<file path="src/rtl/bus_rx_latch_pkg.sv">
// Shared definitions for the bus receive latch and its transmit-side partner:
// FSM encoding, synchroniser depth default, and the odd-parity helper.
package bus_rx_latch_pkg;

    typedef enum logic {
        ST_EMPTY = 1'b0,
        ST_FULL  = 1'b1
    } state_t;

    localparam int SYNC_STAGES_DEF = 2;

    // Returns the parity bit that makes the total number of ones odd.
    // Callers zero-extend narrower words; zero bits do not change parity.
    function automatic logic odd_par(input logic [31:0] d);
        return ~(^d);
    endfunction

endpackage

</file>
<file path="src/rtl/bus_rx_sync.sv">
// N-stage synchroniser for an asynchronous active-low strobe, reset to idle (1),
// with a registered falling-edge pulse. An edge is only reported once a real
// high level has been seen after reset, so a strobe held low across reset is ignored.
module bus_rx_sync #(
    parameter int N = 2
) (
    input  logic clk,
    input  logic nreset,
    input  logic nstb_i,
    output logic nstb_o,
    output logic fall_o
);

    logic [N-1:0] sync_q;
    logic [N-1:0] vld_q;
    logic         prev_q;
    logic         armed_q;
    logic         fall_q;

    // vld_q marks when the last stage holds a real sample rather than the reset value.
    always_ff @(posedge clk or negedge nreset) begin
        if (!nreset) begin
            sync_q  <= '1;
            vld_q   <= '0;
            prev_q  <= 1'b1;
            armed_q <= 1'b0;
            fall_q  <= 1'b0;
        end else begin
            sync_q <= {sync_q[N-2:0], nstb_i};
            vld_q  <= {vld_q[N-2:0], 1'b1};
            prev_q <= sync_q[N-1];
            if (vld_q[N-1] && sync_q[N-1]) begin
                armed_q <= 1'b1;
            end
            fall_q <= armed_q & prev_q & ~sync_q[N-1];
        end
    end

    assign nstb_o = sync_q[N-1];
    assign fall_o = fall_q;

endmodule

</file>
<file path="src/rtl/bus_rx_latch.sv">
// Receive-side latch for a strobed tri-state bus segment: synchronises the strobe,
// holds one word for a valid/ack consumer, and reports busy and overrun.
// Optional parity checking is enabled with BUS_RX_PARITY_EN.
//
// state    | meaning
// ST_EMPTY | no word held, rd_valid=0
// ST_FULL  | word held for the consumer, rd_valid=1
module bus_rx_latch
    import bus_rx_latch_pkg::*;
#(
    parameter int WIDTH       = 8,
    parameter int SYNC_STAGES = SYNC_STAGES_DEF
) (
    input  logic             clk,
    input  logic             nreset,
    input  logic [WIDTH-1:0] bus_data,
    input  logic             bus_nstb,
`ifdef BUS_RX_PARITY_EN
    input  logic             bus_par,
    output logic             perr,
`endif
    output logic             bus_nbusy,
    output logic [WIDTH-1:0] rd_data,
    output logic             rd_valid,
    input  logic             rd_ack,
    output logic             ovr,
    input  logic             ovr_clr
);

    state_t           state_q, state_d;
    logic [WIDTH-1:0] rd_data_q;
    logic             ovr_q;
    logic             nbusy_q;
    logic             strb_lvl;
    logic             strb_fall;
    logic             ack_s;
    logic             capture;
    logic             ovr_set;

    bus_rx_sync #(.N(SYNC_STAGES)) u_sync (
        .clk    (clk),
        .nreset (nreset),
        .nstb_i (bus_nstb),
        .nstb_o (strb_lvl),
        .fall_o (strb_fall)
    );

    assign ack_s = rd_ack & (state_q == ST_FULL);

    always_ff @(posedge clk or negedge nreset) begin
        if (!nreset) begin
            state_q <= ST_EMPTY;
        end else begin
            state_q <= state_d;
        end
    end

    always_comb begin
        state_d = state_q;
        case (state_q)
            ST_EMPTY: if (strb_fall) state_d = ST_FULL;
            ST_FULL:  if (ack_s && !strb_fall) state_d = ST_EMPTY;
            default:  state_d = ST_EMPTY;
        endcase
    end

    // A new edge coinciding with ack replaces the word instead of overrunning.
    always_comb begin
        capture  = 1'b0;
        ovr_set  = 1'b0;
        rd_valid = 1'b0;
        case (state_q)
            ST_EMPTY: capture = strb_fall;
            ST_FULL: begin
                rd_valid = 1'b1;
                capture  = strb_fall & ack_s;
                ovr_set  = strb_fall & ~ack_s;
            end
            default: ;
        endcase
    end

    always_ff @(posedge clk or negedge nreset) begin
        if (!nreset) begin
            rd_data_q <= '0;
            ovr_q     <= 1'b0;
            nbusy_q   <= 1'b1;
        end else begin
            if (capture) begin
                rd_data_q <= bus_data;
            end
            if (ovr_set) begin
                ovr_q <= 1'b1;
            end else if (ovr_clr) begin
                ovr_q <= 1'b0;
            end
            nbusy_q <= !((state_q == ST_FULL) || !strb_lvl);
        end
    end

`ifdef BUS_RX_PARITY_EN
    logic perr_q;

    always_ff @(posedge clk or negedge nreset) begin
        if (!nreset) begin
            perr_q <= 1'b0;
        end else if (capture) begin
            perr_q <= (bus_par != odd_par(32'(bus_data)));
        end else if (ack_s) begin
            perr_q <= 1'b0;
        end
    end

    assign perr = perr_q;
`endif

    assign rd_data   = rd_data_q;
    assign ovr       = ovr_q;
    assign bus_nbusy = nbusy_q;

endmodule
</file>
<file path="config.mk">
export PLATFORM = sky130hd
export DESIGN_NAME = bus_rx_latch
export DESIGN_NICKNAME = d
export VERILOG_FILES = /design/src/rtl/bus_rx_latch_pkg.sv /design/src/rtl/bus_rx_sync.sv /design/src/rtl/bus_rx_latch.sv
export SDC_FILE = /design/constraint.sdc
export NUM_CORES = 1
export LEC_CHECK = 0
export ABC_AREA = 1
export CAP_MARGIN = 5
export CORE_MARGIN = 2
export CORE_UTILIZATION = 30
export CTS_CLUSTER_SIZE = 24
export DETAILED_ROUTE_END_ITERATION = 8
export GPL_ROUTABILITY_DRIVEN = 0
export PLACE_DENSITY_LB_ADDON = 0.3
export SYNTH_ARGS = -nofsm -noshare
export SYNTH_HDL_FRONTEND = slang
export SYNTH_SLANG_ARGS = --single-unit
</file>
<file path="constraint.sdc">
create_clock -name clk -period 2.14 [get_ports clk]
set_clock_uncertainty 0.1 [all_clocks]
set_input_delay 0.535 -clock clk [delete_from_list [all_inputs] [get_ports clk]]
set_output_delay 0.535 -clock clk [all_outputs]
set_load 0.05 [all_outputs]
</file>
==> impl_metrics.tcl <==
set metrics [dict create \
    outcome "finished clean" \
    vdd_ir_drop_max_uv 380 \
    min_path_type "reg2reg" \
    setup_tns_ns 0 \
    cts_tree "built" \
    critPathArrivalTime_ns 1.45 \
    diodes 0 \
    drive_gt1_share_pct 16.9 \
    die_y_um 50.6 \
    cp_slowest_cell "clkdlybuf4s50_1" \
    synth.cell_area_um2 652 \
    worst_skew_pair.late_latency_ns 0.28 \
    clockBufferDepth 2 \
    hold_viol_final 0 \
    drv_cap 0 \
    avgSynthCellArea_um2 11.4 \
    maxSlewHeadroom_pct 65.6 \
    ios 24 \
    drt_iter0_drc 9 \
    initial_core_util_pct 32.6 \
    synth-seq-area-share_pct 69.9 \
    crit_path_end_kind "output port" \
    p_total_w 0.000869 \
    portBuffers 23 \
    netlist_instances 57 \
    multi_input_area_um2 156 \
    die-area_um2 2560 \
    timing_worst_slew_pin_value_ns 0.516 \
    fill_cells 204 \
    dp.final_hpwl_um 822 \
    ys_types 13 \
    crit_path_start_kind "register" \
    first_global_vias 434 \
    finalSetupViolCount 0 \
    path_max_fanout 2 \
    pre_cts_ws_ns 0.367 \
    postCtsSetupBuffers 0 \
    routedWlPerCell_um 10.5 \
    syn_to_final_growth_pct 43.8 \
    nNetsFinal 97 \
    setup_slack_ns 0.0573 \
    powerDensity_nw_per_um2 927 \
    drt_pass1_iterations 2 \
    clockRootBuffer "clkbuf_4" \
    cp.required_ns 1.50 \
    ant_nets 0 \
    fin_crit_sh_pct 97.3 \
    wirelength_um 1160 \
    syn-num-nets 70 \
    cp_top_family "buffers and inverters" \
    antenna_found_initial 0 \
    dieWidth_um 50.6 \
    power.leakage_nw 0.476 \
    grt_pass1_wl_um 1950 \
    placeableCoreArea_um2 2000 \
    viasPerCell 4.15 \
    grt_usage_pct 10.7 \
    rows 16 \
    ys_ff_latch 18 \
    slew_violations 0 \
    grt_max_degree 19 \
    numCtsBuffers 3 \
    clk_pin_slew_ns 0.10 \
    max_freq_ghz 0.480 \
    ys_warn_count 0 \
    fin_crit_ns 2.08 \
    h-tree-depth 1 \
    grt_overflow_total 0 \
    criticalPathCategory "reg2out" \
    cpPeakStageDelay_ns 0.80 \
    regArea_um2 455 \
    drc_errors 0 \
    critPathBufInv 1 \
    cts_num_sinks 18 \
    vias 457 \
    cp_cell_sequence "clkdlybuf4s50_1" \
]
## cell usage in the layout, fill, tap and decap left out, drive strengths merged
cell and instances:
nor2 2, buf 3, clkbuf 4, dlymetal6s2s 3
conb 1, nand3 8, dfrtp 14, dfstp 4
a21o 1, inv 4, o22ai 1, nand2 20
clkdlybuf4s50 18
## layer usage
| layer | wire, um | share of wire [%] | GRT usage, % | vias up |
|---|---|---|---|---|
| li1 | - | - | - | 229 |
| met1 | 500 | 43 | 12.6 | 216 |
| met2 | 587 | 51 | 16.7 | 10 |
| met3 | 41 | 3.5 | 1.79 | 2 |
| met4 | 27 | 2.3 | 9.46 | 0 |
| met5 | 0 | 0 | 0 | - |
## cells in the mapped netlist
master     n  area share, %
a21o_1     1            1.2
buf_6      1            1.7
clkbuf_8   1            2.1
conb_1     1           0.58
dfrtp_1   14             54
dfstp_2    4             16
inv_1      4            2.3
nand2_1   18             10
nand2_2    1           0.96
nand2_4    1            1.7
nand3_1    8            6.1
nor2_1     2            1.2
o22ai_2    1            1.9
## power breakdown
part | switching, W | internal [W] | leakage (nW)
combinational | 0.000170 | 0.0000905 | 0.243
clock | 0.0000995 | 0.000103 | 0.0210
sequential | 0.0000224 | 0.000383 | 0.212
total | 0.000292 | 0.000577 | 0.476
## registers in the layout, summed over array words and instances, names as in the netlist
signal          flops
rd_data             8
u_sync.prev_q       1
state_q             1
u_sync.sync_q       2
u_sync.armed_q      1
u_sync.fall_o       1
ovr                 1
bus_nbusy           1
u_sync.vld_q        2
## metrics by stage
step	utilization (%)	cell area [um2]	cells	hold WS, ns
finish	46.8	937	110	0.261
global route	46.8	937	110	0.267
CTS	46.4	930	110	0.262
detailed placement	44.6	893	106	0.239
global placement	44.6	893	106	0.233
floorplan	-	652	57	0.139
## logic make-up after synthesis
family / after synthesis / synth area share, %
flip-flops: 18 / 69.9
buffers and inverters: 6 / 6.14
AND/OR/NAND/NOR: 30 / 20.3
AO/OA/AOI/OAI: 2 / 3.07
other: 1 / 0.575
## layout make-up
class / count / area share, %
flip-flops and latches: 18 / 48.6
repair buffers: 24 / 25.6
multi-input cells: 33 / 16.7
clock buffers: 4 / 3.87
well taps: 27 / 3.60
inverters: 4 / 1.60
## what timing repair did
action,in CTS,in global routing
endpoints found under the setup margin,0,3
resized for setup,0,3
hold buffers,0,0
## worst paths after layout
kind,from,end,slack [ns],cells past startpoint
max,rd_data[3]$_DFFE_PN0P_,rd_data[3],0.06,1
max reg2reg,state_q$_DFF_PN0_,rd_data[5]$_DFFE_PN0P_,1.05,4
min in group asynchronous,nreset,rd_data[4]$_DFFE_PN0P_,0.46,2
min reg2reg,u_sync.vld_q[0]$_DFF_PN0_,u_sync.vld_q[1]$_DFF_PN0_,0.26,0
min,u_sync.vld_q[0]$_DFF_PN0_,u_sync.vld_q[1]$_DFF_PN0_,0.26,0
max in group asynchronous,nreset,bus_nbusy$_DFF_PN1_,1.22,2
No activity file was read; power rests on OpenSTA's default activity.
==> edit 1: new RTL, config.mk and constraints unchanged <==
`WIDTH`: 8 -> 9.
--- a/src/rtl/bus_rx_latch.sv
+++ b/src/rtl/bus_rx_latch.sv
@@ -8,7 +8,7 @@
 module bus_rx_latch
     import bus_rx_latch_pkg::*;
 #(
-    parameter int WIDTH       = 8,
+    parameter int WIDTH       = 9,
     parameter int SYNC_STAGES = SYNC_STAGES_DEF
 ) (
     input  logic             clk,
Interface: changed (resized bus_data and rd_data); port bits go from 24 to 26. The function was not compared with the original's and may differ.
==> edit 1 against the original RTL <==
Combinational power grew 10%; global-route usage increased by 0.60 points; die area up 4.2%; wire length rose by 11%; worst setup slack worse by 0.0047 ns; sequential cell count is 1 higher; utilization decreased by 1.7 points; maximum frequency down 0.23%; cell area is 4.5% higher; first-iteration DRC count down 44%; synthesized cell count increased by 7.0%; clock power fell by 14%; area after synthesis is 4.6% higher; total power grew 2.6%; critical endpoint is now rd_data[6].
==> edit 1: results (changes against the original RTL) <==
| Metric | Value |
|---|---|
| Result of the run | completed (unchanged) |
| Actual transition at the worst max-transition pin | 0.503 ns (was 0.516 ns) |
| Cell area after placement | 945 µm² (was 893 µm²) |
| DR WL met2 | 631 µm (was 587 µm) |
| Count of multi-input combinational gates | 36 (was 33) |
| Maximum number of pins on one net before global-route repair | 13 (was 19) |
| Global Route Usage Sum | 11.3% (was 10.7%) |
| Cell count after synthesis | 61 (was 57) |
| Final Instance Count excl. Fillers | 117 (was 110) |
| Met3 track demand over resource in global routing | 5.17% (was 1.79%) |
| Clock buffer and inverter area fraction after layout | 2.81% (was 3.87%) |
| Multi-input gate share of total cell area | 16.7% (about the same) |
| Global routing met1 resource utilization | 12.9% (was 12.6%) |
| Synth-to-Final Area Change | 43.7% (was 43.8%) |
| Number of nets in the final layout | 104 (was 97) |
| Number of optimization iterations in the first detailed-route pass | 4 (was 2) |
| Worst Setup Slack post-DPL | 0.334 ns (was 0.367 ns) |
| Number of buffer cells added on primary ports | 25 (was 23) |
| Max FFs per register | 9 (was 8) |
| Routed met1 length | 547 µm (was 500 µm) |
| Commonest cells in the synthesized netlist | nand2_1 (20), dfrtp_1 (15), nand3_1 (9) (was nand2_1 (18), dfrtp_1 (14), nand3_1 (8)) |
| Storage cell area | 480 µm² (was 455 µm²) |
| Area of the die | 2670 µm² (was 2560 µm²) |
| Met3 wire len | 92 µm (was 41 µm) |
| Relative contribution of combinational cells to total power | 32.2% (was 30.0%) |
| Post-synthesis sequential area ratio | 70.5% (was 69.9%) |
| Met2 track demand over resource in global routing | 19.2% (was 16.7%) |
| Launch point of the worst hold path | u_sync.sync_q[0]$_DFF_PN1_ (was u_sync.vld_q[0]$_DFF_PN0_) |
| Iteration-0 DRC count of the detailed router | 5 (was 9) |
| First-pass GRT wire length | 2210 µm (was 1950 µm) |
| Detailed Place HPWL | 938 µm (was 822 µm) |
| Sequential power | 0.431 mW (was 0.405 mW) |
## edit 1: cell types whose count changed after synthesis
cell      change
nand2_1       +2
buf_6         +1
clkbuf_8      -1
dfrtp_1       +1
nand2_2       +1
nand2_4       -1
nand3_1       +1
## edit 1: cells by family (layout without fill, tap and decap cells)
logic type      count (synthesis)  in the layout
buf+inv                         6             34
simple gates                   33             33
flops                          19             19
compound gates                  2              2
other cells                     1              1
## edit 1: worst max path at each step
stage / endpoint / startpoint
after global placement: rd_data[8]$_DFFE_PN0P_ / rd_ack
after CTS: rd_data[8] / rd_data[8]$_DFFE_PN0P_
after detailed placement: rd_data[1]$_DFFE_PN0P_ / rd_ack
final: rd_data[6] / rd_data[6]$_DFFE_PN0P_
after global routing: rd_data[5] / rd_data[5]$_DFFE_PN0P_
after floorplan: bus_nbusy / bus_nbusy$_DFF_PN1_
## edit 1: what timing repair did
item                                    in CTS  in global routing
endpoints found under the setup margin       0                  3
hold buffers                                 0                  0
gates resized for setup                      0                  3
buffers inserted                             0                  0
==> edit 2: new RTL, same settings <==
Made on the original files. Add a define of `BUS_RX_PARITY_EN`.
--- a/src/rtl/bus_rx_latch.sv
+++ b/src/rtl/bus_rx_latch.sv
@@ -5,6 +5,8 @@
 // state    | meaning
 // ST_EMPTY | no word held, rd_valid=0
 // ST_FULL  | word held for the consumer, rd_valid=1
+`define BUS_RX_PARITY_EN
+
 module bus_rx_latch
     import bus_rx_latch_pkg::*;
 #(
Interface: changed (added bus_par and perr); port bits go from 24 to 26. The function was not compared with the original's and may differ.
==> edit 2 against the original RTL <==
Wire length rose by 33%; synthesized cell count grew 82%; sequential cell count is 1 higher; area after synthesis up 28%; non-clock buffer count grew 2; critical endpoint is now rd_data[4]; total power is 5.7% higher; global-route usage up 0.059 points; cell area grew 22%; worst setup slack worse by 0.018 ns.
==> edit 2: results (changes against the original RTL) <==
| Metric | Value |
|---|---|
| Number of optimization iterations in the first detailed-route pass | 4 (was 2) |
| Commonest cells in the synthesized netlist | nand2_1 (49), dfrtp_1 (15), inv_1 (12) (was nand2_1 (18), dfrtp_1 (14), nand3_1 (8)) |
| Number of nets in the synthesized netlist | 118 (was 70) |
| Routed Wire Length | 1550 µm (was 1160 µm) |
| First-pass GRT wire length | 2720 µm (was 1950 µm) |
| Number of buffer cells added on primary ports | 25 (was 23) |
| Post-synthesis sequential area ratio | 57.6% (was 69.9%) |
| Launch point of the worst hold path | u_sync.sync_q[0]$_DFF_PN1_ (was u_sync.vld_q[0]$_DFF_PN0_) |
| Worst ir drop on vdd | 0.396 mV (was 0.380 mV) |
| Final Worst Setup Slack | 0.0397 ns (was 0.0573 ns) |
| Relative contribution of combinational cells to total power | 34.0% (was 30.0%) |
| Number of global-route vias before repair | 689 (was 434) |
| Overall via count from detail_route | 730 (was 457) |
| LEAKAGE | 0.641 nW (was 0.476 nW) |
| Sequential power | 0.429 mW (was 0.405 mW) |
| Number of placed instances with taps included | 160 (was 106) |
| Maximum number of pins on one net before global-route repair | 20 (was 19) |
| Fraction of layout instances using a drive strength above 1 | 15.8% (was 16.9%) |
| Logic depth of the worst register-to-register path | 3 (was 4) |
| Worst reg2reg path startpoint | state_q$_DFF_PN0_ (unchanged) |
| Iteration-0 DRC count of the detailed router | 12 (was 9) |
| Worst R2R Setup Slack | 0.97 ns (was 1.05 ns) |
| Result of the run | completed (unchanged) |
| End point of the most critical hold path | u_sync.sync_q[1]$_DFF_PN1_ (was u_sync.vld_q[1]$_DFF_PN0_) |
| End of the worst register-to-register path | rd_data[3]$_DFFE_PN0P_ (was rd_data[5]$_DFFE_PN0P_) |
| Power drawn by the combinational cells | 0.312 mW (was 0.261 mW) |
| Detailed Place HPWL | 1210 µm (was 822 µm) |
| Actual transition at the worst max-transition pin | 0.503 ns (was 0.516 ns) |
| Net switching fraction of the power | 37.0% (was 33.6%) |
| Worst Setup Slack post-DPL | 0.279 ns (was 0.367 ns) |
| Post-route worst hold slack | 0.261 ns (about the same) |
| Number of nets in the final layout | 148 (was 97) |
| First element of the critical path | rd_data[4]$_DFFE_PN0P_ (was rd_data[3]$_DFFE_PN0P_) |
| Main area contributors after synthesis | dfrtp_1 (45%), nand2_1 (22%), dfstp_2 (13%), o21ai_0 (5.4%), inv_1 (5.4%) (was dfrtp_1 (54%), dfstp_2 (16%), nand2_1 (10%), nand3_1 (6.1%), inv_1 (2.3%)) |
| Global Route Usage Sum | 10.7% (about the same) |
| Data arrival at the endpoint of the critical path | 1.47 ns (was 1.45 ns) |
| Syn_area_per_cell | 8.02 µm² (was 11.4 µm²) |
| Cell area after placement | 1100 µm² (was 893 µm²) |
| Number of library cell types mapped by synthesis | 14 (was 13) |
==> edit 2: changes by cell type in the layout (fill, tap and decap cells not counted), moves of 2 or more <==
cell	before	now
o21ai_0	0	9
clkdlybuf4s50_1	18	16
buf_4	3	7
inv_2	0	3
nand3_1	8	2
inv_1	4	12
nand2_1	18	49
==> edit 2: worst register-to-register path, cell delays in order, from the launching register on <==
cell,delay (ns)
dfrtp_1,0.43
nand2_1,0.14
nand2_2,0.19
o21ai_0,0.23
==> edit 2: worst max-delay path by stage <==
stage	endpoint	cells after the start
after floorplan	rd_data[0]$_DFFE_PN0P_	5
after CTS	rd_data[7]	1
final	rd_data[4]	1
after global routing	rd_data[5]	1
after global placement	perr$_DFFE_PN0P_	10
after detailed placement	perr$_DFFE_PN0P_	10
==> edit 2: logic make-up (layout without fill, tap and decap cells) <==
family / count (synthesis) / after routing / synth area share [%]
buffers and inverters: 16 / 45 / 8.10
and+or+nand+nor: 57 / 57 / 26.8
DFF: 19 / 19 / 57.6
other: 1 / 1 / 0.449
AOI/OAI and AO/OA: 11 / 11 / 7.05
==> edit 2: area by class of cell <==
class	count	area, µm²
Multi-Input combinational cell	69	287
Timing Repair Buffer	26	250
Fill cell	280	1570
Clock inverter	1	5.00
Inverter	15	56.3
Clock buffer	3	22.5
Sequential cell	19	480
Tap cell	31	38.8
==> edit 2: what timing repair did <==
action,CTS,global route
resized for setup,0,3
setup buffers,0,0
endpoints found under the hold margin,0,0
endpoints found under the setup margin,0,3
hold buffers,0,0
==> edit 2: metal layers <==
| metal | vias up | wire, µm | global-route usage, % |
|---|---|---|---|
| met1 | 335 | 653 | 12.0 |
| met3 | 2 | 98 | 2.53 |
| met5 | - | 0 | 0 |
| met2 | 23 | 764 | 18.6 |
| li1 | 370 | - | - |
| met4 | 0 | 27 | 5.98 |
